## src/rtl/cpu_pkg.sv

```systemverilog
// Shared definitions for the 12-bit CPU: opcodes, sequencer states and
// instruction field positions.
package cpu_pkg;

  localparam logic [3:0] OP_NOP      = 4'h0;
  localparam logic [3:0] OP_INC_SR   = 4'h1;
  localparam logic [3:0] OP_NAND_SR  = 4'h2;
  localparam logic [3:0] OP_SRA_SR   = 4'h3;
  localparam logic [3:0] OP_XOR_SR   = 4'h4;
  localparam logic [3:0] OP_INC_BIO  = 4'h5;
  localparam logic [3:0] OP_NAND_BIO = 4'h6;
  localparam logic [3:0] OP_SRA_BIO  = 4'h7;
  localparam logic [3:0] OP_XOR_BIO  = 4'h8;
  localparam logic [3:0] OP_LDI      = 4'h9;
  localparam logic [3:0] OP_LDSR     = 4'hA;
  localparam logic [3:0] OP_JMP      = 4'hB;
  localparam logic [3:0] OP_HALT     = 4'hF;

  localparam int OPC_HI = 11;
  localparam int OPC_LO = 8;
  localparam int IMM_HI = 7;
  localparam int IMM_LO = 0;
  localparam int IMM_W  = IMM_HI - IMM_LO + 1;

  typedef enum logic [2:0] {
    ST_IDLE,
    ST_FETCH,
    ST_DECODE,
    ST_EXEC,
    ST_HALT
  } state_e;

endpackage

```

## src/rtl/cpu_decoder.sv

```systemverilog
// Combinational opcode classifier used by the control unit.
module cpu_decoder
  import cpu_pkg::*;
(
  input  logic [3:0] opcode,
  output logic       is_alu,
  output logic       is_bio,
  output logic       is_ldi,
  output logic       is_ldsr,
  output logic       is_jmp,
  output logic       is_halt,
  output logic       illegal
);

  always_comb begin
    is_alu  = 1'b0;
    is_bio  = 1'b0;
    is_ldi  = 1'b0;
    is_ldsr = 1'b0;
    is_jmp  = 1'b0;
    is_halt = 1'b0;
    illegal = 1'b0;
    case (opcode)
      OP_NOP: ;
      OP_INC_SR, OP_NAND_SR, OP_SRA_SR, OP_XOR_SR: is_alu = 1'b1;
      OP_INC_BIO, OP_NAND_BIO, OP_SRA_BIO, OP_XOR_BIO: begin
        is_alu = 1'b1;
        is_bio = 1'b1;
      end
      OP_LDI:  is_ldi  = 1'b1;
      OP_LDSR: is_ldsr = 1'b1;
      OP_JMP:  is_jmp  = 1'b1;
      OP_HALT: is_halt = 1'b1;
      default: illegal = 1'b1;
    endcase
  end

endmodule

```

## src/rtl/cpu_control_unit.sv

```systemverilog
// Multi-cycle fetch/decode/execute sequencer: fetches over req/ack, drives the
// external ALU and writes results back to acc or the BIO output latch.
module cpu_control_unit
  import cpu_pkg::*;
#(
  parameter int DATA_W = 12,
  parameter int ADDR_W = 8
) (
  input  logic              clk,
  input  logic              rst_n,
  output logic              imem_req,
  output logic [ADDR_W-1:0] imem_addr,
  input  logic [DATA_W-1:0] imem_rdata,
  input  logic              imem_ack,
  output logic [3:0]        alu_opcode,
  output logic [DATA_W-1:0] alu_data1,
  output logic [DATA_W-1:0] alu_data2,
  input  logic [DATA_W-1:0] alu_result,
  input  logic [DATA_W-1:0] bio_in,
  output logic [DATA_W-1:0] bio_out,
  output logic              bio_oe,
  output logic [ADDR_W-1:0] pc,
  output logic              halted,
  output logic              illegal_op
);

  state_e            state;
  logic [DATA_W-1:0] acc;
  logic [DATA_W-1:0] sr;
  logic [DATA_W-1:0] ir;
  logic [DATA_W-1:0] bio_lat;

  logic [3:0]       ir_op;
  logic [IMM_W-1:0] ir_imm;
  logic             is_alu, is_bio, is_ldi, is_ldsr, is_jmp, is_halt, illegal;
  logic             in_op;

  assign ir_op  = ir[OPC_HI:OPC_LO];
  assign ir_imm = ir[IMM_HI:IMM_LO];

  cpu_decoder u_dec (
    .opcode  (ir_op),
    .is_alu  (is_alu),
    .is_bio  (is_bio),
    .is_ldi  (is_ldi),
    .is_ldsr (is_ldsr),
    .is_jmp  (is_jmp),
    .is_halt (is_halt),
    .illegal (illegal)
  );

  // ALU controls are decoded from the registered ir/state so nothing on the
  // inputs reaches an output combinationally; outside DECODE/EXEC they idle.
  assign in_op      = (state == ST_DECODE) || (state == ST_EXEC);
  assign alu_opcode = (in_op && is_alu) ? ir_op : OP_NOP;
  assign alu_data1  = acc;
  assign alu_data2  = (in_op && is_bio) ? bio_lat : sr;
  assign imem_addr  = pc;

  always_ff @(posedge clk or negedge rst_n) begin
    if (!rst_n) begin
      state      <= ST_IDLE;
      pc         <= '0;
      acc        <= '0;
      sr         <= '0;
      ir         <= '0;
      bio_lat    <= '0;
      bio_out    <= '0;
      bio_oe     <= 1'b0;
      imem_req   <= 1'b0;
      halted     <= 1'b0;
      illegal_op <= 1'b0;
    end else begin
      illegal_op <= 1'b0;
      case (state)
        ST_IDLE: begin
          state    <= ST_FETCH;
          imem_req <= 1'b1;
        end
        ST_FETCH: begin
          if (imem_ack) begin
            ir       <= imem_rdata;
            pc       <= pc + ADDR_W'(1);
            imem_req <= 1'b0;
            state    <= ST_DECODE;
          end
        end
        ST_DECODE: begin
          if (is_bio) bio_lat <= bio_in;
          illegal_op <= illegal;
          state      <= ST_EXEC;
        end
        ST_EXEC: begin
          if (is_alu && !is_bio) acc <= alu_result;
          if (is_alu && is_bio) begin
            bio_out <= alu_result;
            bio_oe  <= 1'b1;
          end
          if (is_ldi)  acc <= DATA_W'(ir_imm);
          if (is_ldsr) sr  <= acc;
          if (is_jmp)  pc  <= ADDR_W'(ir_imm);
          if (is_halt) begin
            state  <= ST_HALT;
            halted <= 1'b1;
          end else begin
            state    <= ST_FETCH;
            imem_req <= 1'b1;
          end
        end
        ST_HALT: ;
        default: begin
          state    <= ST_IDLE;
          imem_req <= 1'b0;
        end
      endcase
    end
  end

endmodule
```

## config.mk

```make
export PLATFORM = sky130hd
export DESIGN_NAME = cpu_control_unit
export DESIGN_NICKNAME = d
export VERILOG_FILES = /design/src/rtl/cpu_pkg.sv /design/src/rtl/cpu_decoder.sv /design/src/rtl/cpu_control_unit.sv
export SDC_FILE = /design/constraint.sdc
export NUM_CORES = 1
export LEC_CHECK = 0
export BUFFER_PORTS_ARGS = -buffer_cell sky130_fd_sc_hd__buf_4
export CAP_MARGIN = 20
export CORE_MARGIN = 2
export CORE_UTILIZATION = 52
export DETAILED_ROUTE_END_ITERATION = 6
export HOLD_SLACK_MARGIN = 0.06
export PLACE_DENSITY = 0.83
export SYNTH_ARGS = -nofsm -noshare
export SYNTH_HDL_FRONTEND = slang
export SYNTH_SLANG_ARGS = --single-unit
```

## constraint.sdc

```tcl
create_clock -name clk -period 2.15 [get_ports clk]
set_clock_uncertainty 0.05 [all_clocks]
set_input_delay 0.215 -clock clk [delete_from_list [all_inputs] [get_ports clk]]
set_output_delay 0.215 -clock clk [all_outputs]
set_load 0.005 [all_outputs]
```

==> impl_metrics.yaml, run 1 <==
timing:
  finalSetupViolations: 0
  holdWs_ns: 0.0793
  rsz0062_at_grt: "true"
  max_freq_mhz: 468
  hold_viol_final: 0
  slew_violations: 0
  slew_headroom_pct: 43.6
  setup_ws_ns: 0.0145
  worst_pin_slew_ns: 0.846
  min_period_over_period_pct: 99.3
  finalSetupTns_ns: 0
  period_needed_ns: 2.14
worst_setup_path:
  worst_setup_path_start_kind: "flip-flop"
  worst-path-max-fanout: 6
  cp_data_arrival_time_ns: 1.87
  critPathLaunch: "ir[9]"
  crit_required_ns: 1.88
  ff2ff_setup_slack_ns: 0.21
  reg2regPathDepth: 5
  critPathCaptureType: "output port"
  r2r_start: "state[2]"
  worstReg2RegEnd: "imem_addr[5]"
  worstSetupPathType: "reg2out"
yosys:
  synth_fp_nets: 319
  synth_top_area_share_pct: 52.3
  synthTopCellsByArea: "dfrtp_1 (52%), mux2_4 (7.1%), mux2_1 (6.9%)"
  ys_ff_latch: 75
  ys_seq_area_share_pct: 52.3
  avgSynthCellArea_um2: 12.9
  synth_top_area_cell: "dfrtp_1"
  postSynthCellCount: 279
  syn_area_mm2: 0.00359
  ys.warnings.count: 0
  yosysUniqueCellTypes: 43
detailed_routing:
  ant_nets: 0
  drtIter0Drc: 105
  drc: 0
  viasPerCell: 5.33
  firstDrtPassIters: 5
  wirelength_mm: 8.08
  wl_per_cell_um: 16.7
  routed-via-count: 2573
floorplan:
  pin_count: 99
  die_area_mm2: 0.00758
  std_cell_rows: 30
  die_height_um: 87.0
  initial_core_util_pct: 53.4
  fp.dieW_um: 87.0
  core_mm2: 0.00672
hold_path:
  min_path_type: "in2reg"
  min_from: "alu_result[4]"
  min_delay_path_depth: 2
  whs_endpoint: "bio_out[4]"
cells_and_area:
  mostFrequentLayoutCell: "buf_4"
  final_area_mm2: 0.00482
  area_delta_synth_final_pct: 34.5
  fin_util_pct: 71.8
  drive_gt1_share_pct: 45.7
  num_antenna_cells: 0
  fin_cells: 483
  finish.net_count: 438
  layout_common_cells: "buf_4 (99), dfrtp_1 (73), mux2_4 (21), nand2_1 (21), dlygate4sd3_1 (21)"
pwr:
  p_total_mw: 6.99
  p_leak_nw: 2.42
  powerDensity_mw_per_mm2: 1450
  peakVddDrop_uv: 788
placed_design:
  dp_hpwl_mm: 5.63
  dpl_cell_area_mm2: 0.00431
  port_buffers: 98
  gp_congestion: 0.862
  dpl_worst_slack_ns: 0.164
  placed_cells: 442
status:
  status: "completed"
global_route:
  grtUsageTotal_pct: 22.4
  grt_pass1_vias: 2605
  grt_pass1_wl_mm: 13.0
  gr-total-overflow: 0
  antenna_found_initial: 0
  grt_max_degree: 69
clocking:
  cts_tree: "yes"
  cts_sinks: 75
  tritoncts.num_buffers: 9
  cts_root_buf: "clkbuf_8"
  cts_max_level: 3
  clk_pin_slew_ns: 0.08
  worst_skew_pair.late_latency_ns: 0.33
  clockBufferDepth: 2
flow_run:
  max_cap_viol_count: 0
[cells in the mapped netlist, drive strengths merged]
| cell | n |
|---|---|
| o21bai | 1 |
| mux2 | 60 |
| nand3 | 5 |
| a21o | 1 |
| a21oi | 12 |
| nand2b | 5 |
| nor2b | 3 |
| nand4b | 1 |
| dfrtp | 75 |
| nor3 | 1 |
| a31oi | 1 |
| or2 | 1 |
| o22ai | 3 |
| clkbuf | 1 |
| nand4 | 2 |
| a22o | 2 |
| buf | 24 |
| ha | 1 |
| inv | 2 |
| a31o | 1 |
| o31ai | 1 |
| and3b | 1 |
| mux2i | 11 |
| and3 | 2 |
| nor3b | 6 |
| a22oi | 1 |
| nor4b | 1 |
| a41o | 1 |
| nor2 | 9 |
| and4bb | 1 |
| o21ai | 18 |
| nand3b | 3 |
| nand2 | 21 |
| a2111oi | 1 |
[worst max-delay path, stage by stage, from the launching register on]
cell	delay [ns]
dfrtp_1	0.41
nor2_4	0.16
mux2i_4	0.29
nand2b_4	0.25
mux2_4	0.32
buf_6	0.11
[registers in the layout, summed over array words and instances (netlist names)]
signal / cells
ir: 12
sr: 12
bio_out: 12
halted: 1
bio_oe: 1
alu_data1: 12
state: 3
imem_req: 1
imem_addr: 8
bio_lat: 12
illegal_op: 1
[cells by family (layout without fill, tap and decap cells)]
logic type      count (synthesis)  after routing  share of synthesized area, %
simple gates                   62             63                          10.7
flops                          75             75                          52.3
fa+ha+maj                       1              1                         0.349
buf+inv                        27            150                          5.55
mux                            71             71                          23.8
compound gates                 43             43                          7.29
[layout make-up]
type	count	area, µm²
tap	80	100
clock buffer	11	151
fill	477	1900
sequential	75	1880
multi-input combinational	178	1560
inverter	2	7.51
clock inverter	5	37.5
timing repair buffer	132	1090
[power by group]
group / internal (mW) / leakage, nW / switching, mW
clock network: 0.484 / 0.0915 / 0.518
logic: 1.99 / 1.42 / 1.32
registers: 2.09 / 0.904 / 0.590
[how the worst max path moves through the flow]
stage                                to  slack [ns]  cells past startpoint
after global routing       alu_data2[3]       -0.07                      5
after detailed placement   alu_data2[0]        0.16                      5
after CTS                  alu_data2[3]       -0.05                      5
after global placement    alu_data2[11]        0.23                      5
after floorplan            alu_data2[2]        0.32                      6
final                      alu_data2[3]        0.01                      5
[what timing repair did]
| item | CTS | global route |
|---|---|---|
| setup endpoints to repair | 12 | 12 |
| cloned | 1 | 0 |
| hold buffers | 21 | 0 |
| resized for setup | 22 | 0 |
| buffers inserted | 2 | 1 |
| pin swaps | 1 | 0 |
| hold endpoints to repair | 86 | 0 |
[layer usage]
| metal | wire, µm | part of all wire (%) | up-vias | track usage [%] |
|---|---|---|---|---|
| li1 | - | - | 1220 | - |
| met1 | 3590 | 44 | 1260 | 30.7 |
| met2 | 4070 | 50 | 84 | 37.0 |
| met3 | 310 | 3.8 | 9 | 3.13 |
| met4 | 112 | 1.4 | 0 | 7.39 |
| met5 | 0 | 0 | - | 0 |
Note: power is estimated with default switching activity, not from simulation.
==> run 2: changes to the inputs <==
--- a/config.mk
+++ b/config.mk
@@ -8,10 +8,12 @@
 export BUFFER_PORTS_ARGS = -buffer_cell sky130_fd_sc_hd__buf_4
 export CAP_MARGIN = 20
 export CORE_MARGIN = 2
-export CORE_UTILIZATION = 52
+export CORE_UTILIZATION = 54
+export CTS_BUF_LIST = sky130_fd_sc_hd__clkbuf_4
 export DETAILED_ROUTE_END_ITERATION = 6
+export GPL_ROUTABILITY_DRIVEN = 0
 export HOLD_SLACK_MARGIN = 0.06
-export PLACE_DENSITY = 0.83
+export PLACE_DENSITY = 0.86
 export SYNTH_ARGS = -nofsm -noshare
 export SYNTH_HDL_FRONTEND = slang
 export SYNTH_SLANG_ARGS = --single-unit
==> run 2 against run 1 <==
Critical path type unchanged. Combinational power rose by 2%. Critical path depth did not move. Register-to-register slack improved by 0.07 ns. Utilization rose by 5.5 points. Total power fell by 0.74%. Non-clock buffer count rose by 16. Setup slack got worse by 0.14 ns. The flow now finishes with violations (setup timing). Maximum frequency fell by 6.1%.
==> impl_metrics.yaml, run 2 (same netlist as run 1, synthesis figures left out) <==
timing:
  hold_viol_final: 0
  min_period_over_period_pct: 106
  period_needed_ns: 2.27
  finalSetupViolations: 12
  slew_violations: 0
  slew_headroom_pct: 38.0
  max_freq_mhz: 440
  rsz0062_at_grt: "true"
  setup_ws_ns: -0.124
  worst_pin_slew_ns: 0.930
placed_design:
  dpl_cell_area_mm2: 0.00430
  port_buffers: 98
  dpl_worst_slack_ns: 0.180
  dp_hpwl_mm: 5.50
cells_and_area:
  layout_common_cells: "buf_4 (99), dfrtp_1 (73), dlygate4sd3_1 (37)"
  drive_gt1_share_pct: 43.9
  mostFrequentLayoutCell: "buf_4"
  finish.net_count: 454
  fillers: 406
  fin_util_pct: 77.3
  num_antenna_cells: 0
  final_area_mm2: 0.00493
  area_delta_synth_final_pct: 37.6
worst_setup_path:
  worstSetupPathType: "reg2out"
  max_stage_delay_ns: 0.49
  critPathCaptureType: "output port"
  cp_data_arrival_time_ns: 2.01
  crit_required_ns: 1.88
  worst-path-max-fanout: 9
  worstPathCellList: "nor2b_1, mux2i_4, nand2b_4, mux2_4, buf_6"
  slowest_stage: "dfrtp_2"
  worst_setup_path_start_kind: "flip-flop"
floorplan:
  pin_count: 99
  fp.dieW_um: 85.5
  std_cell_rows: 29
  core_mm2: 0.00639
  die_area_mm2: 0.00731
  initial_core_util_pct: 56.2
  die_height_um: 85.5
detailed_routing:
  routed-via-count: 2693
  viasPerCell: 5.43
  wirelength_mm: 8.46
  drtIter0Drc: 79
  drc: 0
  ant_nets: 0
  firstDrtPassIters: 5
  wl_per_cell_um: 17.1
clocking:
  clockBufferDepth: 2
  clk_pin_slew_ns: 0.12
  cts_sinks: 75
  cts_root_buf: "clkbuf_4"
  cts_tree: "yes"
  tritoncts.num_buffers: 9
  worst_skew_pair.late_latency_ns: 0.42
  cts_max_level: 3
global_route:
  grt_pass1_wl_mm: 13.8
  grt_max_degree: 76
  antenna_found_initial: 0
  grt_pass1_vias: 2778
  grtUsageTotal_pct: 24.4
  gr-total-overflow: 0
pwr:
  powerDensity_mw_per_mm2: 1410
  peakVddDrop_uv: 874
  p_leak_nw: 2.47
  p_total_mw: 6.94
hold_path:
  min_path_type: "in2reg"
flow_run:
  max_cap_viol_count: 0
status:
  status: "finished with violations"
  failed_checks: "setup timing"
## run 2: cell types whose count changed in the layout (fill, tap and decap cells not counted), sizes merged
cell         before  now
dlygate4sd3      21   37
clkbuf           11    9
bufinv            0    1
clkinv            3    4
clkinvlp          2    1
inv               2    3
## run 2: what timing repair did
action                                  in CTS  in global routing
endpoints found under the setup margin      12                 12
resized for setup                           22                  0
pin swaps                                    1                  0
cloned                                       1                  0
endpoints found under the hold margin      120                  0
hold buffers                                37                  0
buffers inserted                             1                  2
## run 2: power by group
part | switching, mW | internal (mW) | leakage, nW | total (mW)
sequential | 0.603 | 2.09 | 0.904 | 2.69
combinational | 1.34 | 2.02 | 1.49 | 3.37
clock | 0.522 | 0.362 | 0.0765 | 0.884
total | 2.47 | 4.47 | 2.47 | 6.94
## run 2: critical path: cells and delay by family, from the launching register on
| family | cells | cell delay [ns] |
|---|---|---|
| buffers and inverters | 1 | 0.12 |
| DFF | 1 | 0.49 |
| muxes | 2 | 0.53 |
| and+or+nand+nor | 2 | 0.45 |
## run 2: cell type report
cell class	instances	area, µm²	area share, %
flip-flops and latches	75	1880	38.1
multi-input cells	178	1560	31.6
repair buffers	148	1250	25.3
well taps	77	96.3	1.95
clock inverters	7	77.6	1.57
clock buffers	9	67.6	1.37
inverters	2	7.51	0.152
## run 2: through the flow
stage	std cells	hold WS (ns)	setup TNS, ns
after floorplan	279	-0.131	0
after global placement	439	0.351	0
after detailed placement	439	0.354	0
after CTS	494	0.0914	-1.19
after global routing	496	0.108	-1.98
final	496	0.101	-1.21
## run 2: worst paths after layout
check                               from             to  slack, ns  cells past startpoint
worst min-delay path            imem_ack       imem_req       0.10                      4
worst max-delay path              ir[10]  alu_data2[11]      -0.12                      5
worst min register to register    halted         halted       0.43                      1
min in group asynchronous          rst_n         halted       0.42                      2
worst max register to register    ir[11]     bio_lat[4]       0.28                      6
max in group asynchronous          rst_n         ir[10]       1.00                      2
## run 2: metal layers
metal	global-route usage [%]	vias to the layer above	part of all wire [%]
met2	42.5	75	52
met5	0	-	0
met1	30.8	1347	43
met3	3.27	12	4.1
met4	9.67	0	1.7
li1	-	1259	-
==> run 3: changes to the inputs <==
--- a/config.mk
+++ b/config.mk
@@ -7,13 +7,14 @@
 export LEC_CHECK = 0
 export BUFFER_PORTS_ARGS = -buffer_cell sky130_fd_sc_hd__buf_4
 export CAP_MARGIN = 20
-export CORE_MARGIN = 2
+export CORE_MARGIN = 4
 export CORE_UTILIZATION = 54
 export CTS_BUF_LIST = sky130_fd_sc_hd__clkbuf_4
 export DETAILED_ROUTE_END_ITERATION = 6
 export GPL_ROUTABILITY_DRIVEN = 0
 export HOLD_SLACK_MARGIN = 0.06
-export PLACE_DENSITY = 0.86
+export PLACE_DENSITY = 0.91
+export SETUP_SLACK_MARGIN = 0.15
 export SYNTH_ARGS = -nofsm -noshare
 export SYNTH_HDL_FRONTEND = slang
 export SYNTH_SLANG_ARGS = --single-unit
==> run 3 against run 2 <==
The flow still finishes with violations (setup timing). Maximum frequency up 1.5%. Register-to-register slack worse by 0.04 ns. Final area up 1.6%. Largest power group unchanged. Via count up 1.2%. Count of clock-buffer cells in the layout unchanged. Sequential share of layout area down 0.61 points. Total power up 3.1%. Setup slack better by 0.033 ns.
==> impl_metrics.yaml, run 3 (same netlist as run 1, synthesis figures left out) <==
timing:
  finalSetupViolations: 12
  max_freq_mhz: 446
  rsz0062_at_grt: "true"
  finalSetupTns_ns: -0.926
  min_period_over_period_pct: 104
  period_needed_ns: 2.24
  setup_ws_ns: -0.0910
  slew_violations: 0
  slew_headroom_pct: 63.4
  hold_viol_final: 0
  worst_pin_slew_ns: 0.547
clocking:
  tritoncts.num_buffers: 9
  cts_root_buf: "clkbuf_4"
  cts_sinks: 75
  worst_skew_pair.late_latency_ns: 0.41
  cts_max_level: 3
  cts_tree: "yes"
  clk_pin_slew_ns: 0.12
  clockBufferDepth: 2
cells_and_area:
  num_antenna_cells: 0
  mostFrequentLayoutCell: "buf_4"
  layout_common_cells: "buf_4 (102), dfrtp_1 (74), dlygate4sd3_1 (37)"
  fillers: 395
  multi_input_area_mm2: 0.00156
  regArea_mm2: 0.00188
  fin_util_pct: 78.5
  drive_gt1_share_pct: 44.6
  finish.net_count: 459
  fin_cells: 501
  area_delta_synth_final_pct: 39.8
flow_run:
  max_cap_viol_count: 0
detailed_routing:
  viasPerCell: 5.44
  routed-via-count: 2726
  wirelength_mm: 8.82
  wl_per_cell_um: 17.6
  firstDrtPassIters: 4
  ant_nets: 0
  drtIter0Drc: 87
  drc: 0
pwr:
  p_leak_nw: 2.51
  p_total_mw: 7.16
  powerDensity_mw_per_mm2: 1430
  peakVddDrop_uv: 846
global_route:
  antenna_found_initial: 0
  gr-total-overflow: 0
  grt_pass1_vias: 2753
  grt_pass1_wl_mm: 13.8
  grtUsageTotal_pct: 23.0
  grt_max_degree: 44
floorplan:
  die_area_mm2: 0.00801
  fp.dieW_um: 89.5
  die_height_um: 89.5
  std_cell_rows: 29
  pin_count: 99
  initial_core_util_pct: 56.2
  core_mm2: 0.00639
worst_setup_path:
  reg2regPathDepth: 7
  crit_required_ns: 1.88
  critPathCaptureType: "output port"
  worstPathCellList: "nor2_4, mux2i_4, nand2b_4, mux2_4, buf_6"
  worst-path-max-fanout: 6
  critPathLaunch: "ir[8]"
  worst_setup_path_start_kind: "flip-flop"
  slowest_stage: "dfrtp_1"
  max_stage_delay_ns: 0.43
  r2r_start: "ir[10]"
  ff2ff_setup_slack_ns: 0.24
  cp_data_arrival_time_ns: 1.98
  worstReg2RegEnd: "bio_lat[3]"
  worstSetupPathType: "reg2out"
hold_path:
  whs_endpoint: "imem_req"
  min_delay_path_depth: 4
  min_path_type: "in2reg"
  min_from: "imem_ack"
status:
  failed_checks: "setup timing"
  status: "finished with violations"
placed_design:
  port_buffers: 98
  dp_hpwl_mm: 5.82
  placed_cells: 440
-- run 3: layer usage --
layer	track usage [%]	share of wire (%)	vias to the layer above
li1	-	-	1271
met1	28.4	42	1353
met5	0	0	-
met3	3.87	4.5	17
met2	39.9	52	85
met4	9.47	1.9	0
-- run 3: layout make-up --
type	instances	area share (%)
clock buffers	9	1.35
well taps	77	1.92
multi-input cells	178	31.1
inverters	2	0.150
flip-flops and latches	75	37.5
repair buffers	153	26.0
clock inverters	7	2.00
-- run 3: metrics by stage --
step           hold WS, ns  instance area, µm²  setup WS (ns)
2_1_floorplan       -0.131                3590          0.323
4_1_cts             0.0745                4960         -0.190
6_report             0.107                5010        -0.0910
3_5_place_dp         0.135                4320          0.190
3_3_place_gp         0.129                4320          0.249
5_1_grt              0.164                5010         -0.174
-- run 3: worst max-delay path by stage --
stage | slack (ns) | to | cells past startpoint
after floorplan | 0.32 | alu_data2[2] | 6
after global placement | 0.25 | alu_data2[11] | 5
after detailed placement | 0.19 | alu_data2[0] | 5
after CTS | -0.19 | alu_data2[4] | 5
after global routing | -0.17 | alu_data2[11] | 5
final | -0.09 | alu_data2[11] | 5
-- run 3: repair_timing --
item	in CTS	in global routing
hold endpoints to repair	103	0
cloned	1	0
gates resized for setup	19	4
pin swaps	1	1
endpoints found under the setup margin	12	14
buffers inserted	3	4
hold buffers	37	0
-- run 3: power breakdown --
| part | internal [mW] | switching [mW] | leakage (nW) | total (mW) |
|---|---|---|---|---|
| sequential | 2.08 | 0.576 | 0.905 | 2.66 |
| clock | 0.478 | 0.516 | 0.0792 | 0.994 |
| combinational | 2.09 | 1.42 | 1.52 | 3.50 |
| total | 4.65 | 2.51 | 2.51 | 7.16 |
-- run 3: critical path, delay by kind of cell, from the launching register on --
kind,cells,cell delay [ns]
muxes,2,0.62
and+or+nand+nor,2,0.41
buffers and inverters,1,0.12
DFF,1,0.43
